File: src/rtl/multi_byte_tx_seq.sv
// Multi-byte sequencer feeding a single-byte UART transmitter over a send_en/tx_done handshake.
// Adds per-transfer length, selectable byte order, inter-byte gap, abort and zero-length rejection.
module multi_byte_tx_seq #(
  parameter int MAX_BYTES  = 4,
  parameter bit MSB_FIRST  = 1'b1,
  parameter int GAP_CYCLES = 0,
  parameter int LEN_W      = $clog2(MAX_BYTES + 1)
) (
  input  logic                   clk,
  input  logic                   rstn,
  input  logic                   start,
  input  logic [MAX_BYTES*8-1:0] data_in,
  input  logic [LEN_W-1:0]       byte_len,
  input  logic                   abort,
  input  logic                   tx_done,
  output logic                   send_en,
  output logic [7:0]             data_byte,
  output logic [LEN_W-1:0]       byte_idx,
  output logic                   busy,
  output logic                   done,
  output logic                   aborted,
  output logic                   len_err
);

  localparam int W     = MAX_BYTES * 8;
  localparam int GAP_W = (GAP_CYCLES > 0) ? $clog2(GAP_CYCLES + 1) : 1;

  localparam logic [1:0] IDLE  = 2'd0;
  localparam logic [1:0] ISSUE = 2'd1;
  localparam logic [1:0] WAIT  = 2'd2;
  localparam logic [1:0] GAP   = 2'd3;

  logic [1:0]       state;
  logic [W-1:0]     shreg;
  logic [LEN_W-1:0] len_reg;
  logic [GAP_W-1:0] gap_cnt;
  logic             abort_pending;

  logic [LEN_W-1:0] len_eff;
  logic [W-1:0]     aligned;
  logic [W-1:0]     shifted;
  logic [7:0]       cur_byte;
  logic             last_byte;

  // MSB-first transfers left-justify the active field so the first byte always sits on top.
  always_comb begin
    len_eff = byte_len;
    if (byte_len > LEN_W'(MAX_BYTES)) len_eff = LEN_W'(MAX_BYTES);
    aligned = data_in;
    if (MSB_FIRST) aligned = data_in << {LEN_W'(MAX_BYTES) - len_eff, 3'b000};
    if (MSB_FIRST) begin
      cur_byte = shreg[W-1 -: 8];
      shifted  = shreg << 8;
    end else begin
      cur_byte = shreg[7:0];
      shifted  = shreg >> 8;
    end
    last_byte = (byte_idx == len_reg - LEN_W'(1));
  end

  always_ff @(posedge clk or negedge rstn) begin
    if (!rstn) begin
      state         <= IDLE;
      shreg         <= '0;
      len_reg       <= '0;
      gap_cnt       <= '0;
      abort_pending <= 1'b0;
      send_en       <= 1'b0;
      data_byte     <= '0;
      byte_idx      <= '0;
      busy          <= 1'b0;
      done          <= 1'b0;
      aborted       <= 1'b0;
      len_err       <= 1'b0;
    end else begin
      send_en <= 1'b0;
      done    <= 1'b0;
      aborted <= 1'b0;
      len_err <= 1'b0;
      case (state)
        IDLE: begin
          abort_pending <= 1'b0;
          if (start) begin
            if (byte_len == '0) begin
              len_err <= 1'b1;
            end else begin
              shreg    <= aligned;
              len_reg  <= len_eff;
              byte_idx <= '0;
              busy     <= 1'b1;
              state    <= ISSUE;
            end
          end
        end
        ISSUE: begin
          data_byte <= cur_byte;
          shreg     <= shifted;
          send_en   <= 1'b1;
          state     <= WAIT;
          if (abort) abort_pending <= 1'b1;
        end
        WAIT: begin
          // A tx_done overlapping our own send_en belongs to no byte of ours.
          if (tx_done && !send_en) begin
            if (last_byte && !abort_pending) begin
              done          <= 1'b1;
              busy          <= 1'b0;
              abort_pending <= 1'b0;
              state         <= IDLE;
            end else if (abort_pending || abort) begin
              aborted       <= 1'b1;
              busy          <= 1'b0;
              abort_pending <= 1'b0;
              state         <= IDLE;
            end else begin
              byte_idx <= byte_idx + LEN_W'(1);
              gap_cnt  <= '0;
              if (GAP_CYCLES == 0) state <= ISSUE;
              else                 state <= GAP;
            end
          end else if (abort) begin
            abort_pending <= 1'b1;
          end
        end
        GAP: begin
          if (abort) begin
            aborted       <= 1'b1;
            busy          <= 1'b0;
            abort_pending <= 1'b0;
            state         <= IDLE;
          end else if (gap_cnt == GAP_W'(GAP_CYCLES - 1)) begin
            state <= ISSUE;
          end else begin
            gap_cnt <= gap_cnt + GAP_W'(1);
          end
        end
        default: state <= IDLE;
      endcase
    end
  end

endmodule

File: config.mk
export PLATFORM = sky130hd
export DESIGN_NAME = multi_byte_tx_seq
export DESIGN_NICKNAME = d
export VERILOG_FILES = /design/src/rtl/multi_byte_tx_seq.sv
export SDC_FILE = /design/constraint.sdc
export NUM_CORES = 1
export LEC_CHECK = 0
export CAP_MARGIN = 40
export CELL_PAD_IN_SITES_DETAIL_PLACEMENT = 0
export CELL_PAD_IN_SITES_GLOBAL_PLACEMENT = 1
export CORE_MARGIN = 5
export CORE_UTILIZATION = 48
export CTS_CLUSTER_DIAMETER = 100
export DETAILED_ROUTE_END_ITERATION = 8
export DONT_BUFFER_PORTS = 1
export PLACE_DENSITY_LB_ADDON = 0.25
export REMOVE_ABC_BUFFERS = 1
export SETUP_SLACK_MARGIN = 0.2
export SYNTH_ARGS = -nofsm -noshare
export SYNTH_HDL_FRONTEND = slang
export SYNTH_SLANG_ARGS = --single-unit
File: constraint.sdc
create_clock -name clk -period 2 [get_ports clk]
set_input_delay 0.6 -clock clk [delete_from_list [all_inputs] [get_ports clk]]
set_output_delay 0.6 -clock clk [all_outputs]
set_load 0.005 [all_outputs]
==> metrics <==
Die Span Y=~89 um; syn_area_per_cell=around 9.3 um^2; max_cap viols=0; GR Util All Layers=0.179; max_slew headroom=0.723; FF-to-FF Start=len_reg[0]; Port Buffers=0; DR vias/cell=5.74; WL/cell=between 15 and 20 um; WP data arrival=between 1.5 and 2 ns; sw frac=0.384; routability cong.=~0.76; most common flop cell mapped by yosys=dfrtp_1; min Tclk post-route=1.75 ns; max FFs per register=32; area of the mapped netlist=between 3000 and 4000 um^2; Critical Path Start Type=register; Vias=around 2400; Initial Util=0.485; worst skew pair latency=just over 0.3 ns; simple-gate share of the synthesized area=0.150; CTS tree=done; GR Util met3=0.0424; Crit-path slowest cell=dfrtp_1; kind of critical path=reg2reg; first-pass GRT wire length=11300 um; Hold WC Path Type=in2async; CP Max Fanout=4; Power Internal=approximately 3.2 mW; final WL=between 6000 and 7000 um; row cnt=29; largest family of logic cells by synthesized area=compound AO/OA/AOI/OAI gates; synthesis-to-layout area growth=13.3%; vias in the first global route=between 2000 and 2500; CTS sink count=55; Final Hold Vio Count=55; initial antenna violation count=0; fin crit share=0.876; Synth area leaders=dfrtp_1, nor2_1, mux2i_1; met1 usage=0.223; Leak=1.61 nW; Yosys cell types=36; die footprint=8000 um^2; WHS=-0.0269 ns; Async SR Flop Fraction=1.00; CTS buffer count=5; area of the multi-input gates=about 1500 um^2; violations in the final reports=negative hold slack; Compound-Gate Fraction of Synth Area=0.205; Pwr Total=a little over 5 mW; layout cells sized above 1=0.170; H-tree Lvls=2; maximum VDD drop=between 0.6 and 0.7 mV; cell count after synthesis=roughly 330; register area=about 1400 um^2; CP endpoint kind=register; CTS clk-pin slew, worst paths=~0.11 ns; P_sw=around 2 mW; CTS Buffer Depth=2; Top Registers=shreg (32), data_byte (8); post-route ant nets=0; Total Nets Final=around 390; clk_skew=around 0.012 ns; Die Wd=89.4 um; Worst path max stage delay=0.36 ns; count leader, synth=nor2_1; Flop pwr share=0.381; worst-path cell chain=inv_1 > ha_1 > xor2_1 > nand3_2 > o31ai_4 > nor2_1 > a211o_1; Least-Margin Pin Slew=0.413 ns; xor/xnor share of the synthesized area=0.0161; Seq/Total Area, Yosys=0.455; drt drc=0; ANT cells=0; initial DRC count=between 90 and 100; DRT Pass-1 Iters=4; FMAX=about 0.57 GHz; Worst Path Required=around 2.2 ns; Top reg by flops=shreg; EDFF count, synth=0; fin area=between 3000 and 4000 um^2; dpl hpwl=around 4700 um; Ports=56; Logic pwr share=0.467; largest net degree at the start of global routing=56; total gr overflow=0; fill cell count=~560; yosys warns=0; root buf cell=clkbuf_8; unrepaired setup endpoints after global routing=true; adder-cell area share of the yosys netlist=0.0289; Pwr Density=1510 nW/um^2; Core Box Area=~6200 um^2; post-synthesis mux area share=0.0893; Cell Area, Placed=between 3000 and 4000 um^2; clock network power share=0.152; fin. max-slew vios=0; Setup crit start=len_reg[0]; synth cell count leaders=nor2_1, dfrtp_1, a21oi_1; setup violators final=0; GR Util met2=0.312; Synth top area share=0.455; status=complete, but fails checks; most used routing layer=met2; number of synthesized register bits=55; Synth area leader=dfrtp_1
power by group through the flow:
stage | Clock, mW | Sequential (mW) | Combinational [mW]
after floorplan | 0 | 1.91 | 1.65
after detailed placement | 0 | 2.00 | 2.33
after CTS | 0.809 | 1.97 | 2.39
final | 0.786 | 1.97 | 2.42
after global placement | 0 | 1.99 | 2.28
after global routing | 0.848 | 2.03 | 2.74
per-layer routing:
metal,vias to the layer above,share of wire
li1,1177,-
met3,6,0.051
met2,54,0.52
met5,-,0
met1,1164,0.42
met4,0,0.0083
cell type report:
| type | instances | share of cell area |
|---|---|---|
| repair buffers | 29 | 0.0682 |
| clock inverters | 2 | 0.0113 |
| flip-flops and latches | 55 | 0.401 |
| inverters | 18 | 0.0197 |
| multi-input cells | 231 | 0.448 |
| well taps | 77 | 0.0281 |
| clock buffers | 6 | 0.0241 |
worst max-delay path, delay by kind of cell (launching register included):
family          cells  cell delay (ns)
compound gates      2             0.55
xor+xnor            1             0.19
fa+ha+maj           1             0.29
buf+inv             1             0.05
flops               1             0.36
simple gates        2             0.22
cell families (layout without fill, tap and decap cells):
group / count (synthesis) / count (layout)
DFF: 55 / 55
muxes: 26 / 26
xor gates and xnor gates: 4 / 4
adders and majority gates: 7 / 7
AOI/OAI and AO/OA: 88 / 88
and+or+nand+nor: 106 / 106
buffers and inverters: 39 / 55
repair_timing:
action | CTS | global route
gates resized for setup | 2 | 8
hold endpoints to repair | 55 | 55
endpoints found under the setup margin | 7 | 27
setup buffers | 2 | 2
pin swaps | 2 | 3
layout by cell type (no fill, tap or decap), drive strengths merged, types with 3 or more instances in the layout:
master	synthesis	layout
inv	18	19
o21ai	17	17
o31ai	3	3
xor2	3	3
nand3	13	13
mux2i	18	18
nor2	60	60
buf	9	29
a32oi	8	8
a21oi	27	27
a221oi	8	8
a211o	9	9
nand2	20	20
nand2b	3	3
a22o	8	8
nor3	4	4
ha	7	7
nor2b	3	3
clkbuf	12	6
mux2	8	8
dfrtp	55	55
stage by stage:
step | std cells | setup TNS [ns] | utilization | setup WS (ns)
5_1_grt | 418 | 0 | 0.550 | 0.134
3_3_place_gp | 406 | -1.23 | 0.518 | -0.0894
4_1_cts | 416 | 0 | 0.541 | 0.208
3_5_place_dp | 406 | -1.68 | 0.518 | -0.122
6_report | 418 | 0 | 0.550 | 0.248
2_1_floorplan | 304 | -42.69 | - | -1.47
path summary, 6_finish.rpt:
path                               endpoint  slack, ns  cells past startpoint
worst max-delay path            byte_idx[1]       0.25                      7
worst min-delay path              shreg[11]      -0.03                      0
worst max register to register  byte_idx[1]       0.25                      7
worst min register to register    shreg[19]       0.50                      2
max in group asynchronous         shreg[12]       1.92                      0
min in group clk                    aborted       0.41                      2
(Power assumes the default switching activity.)
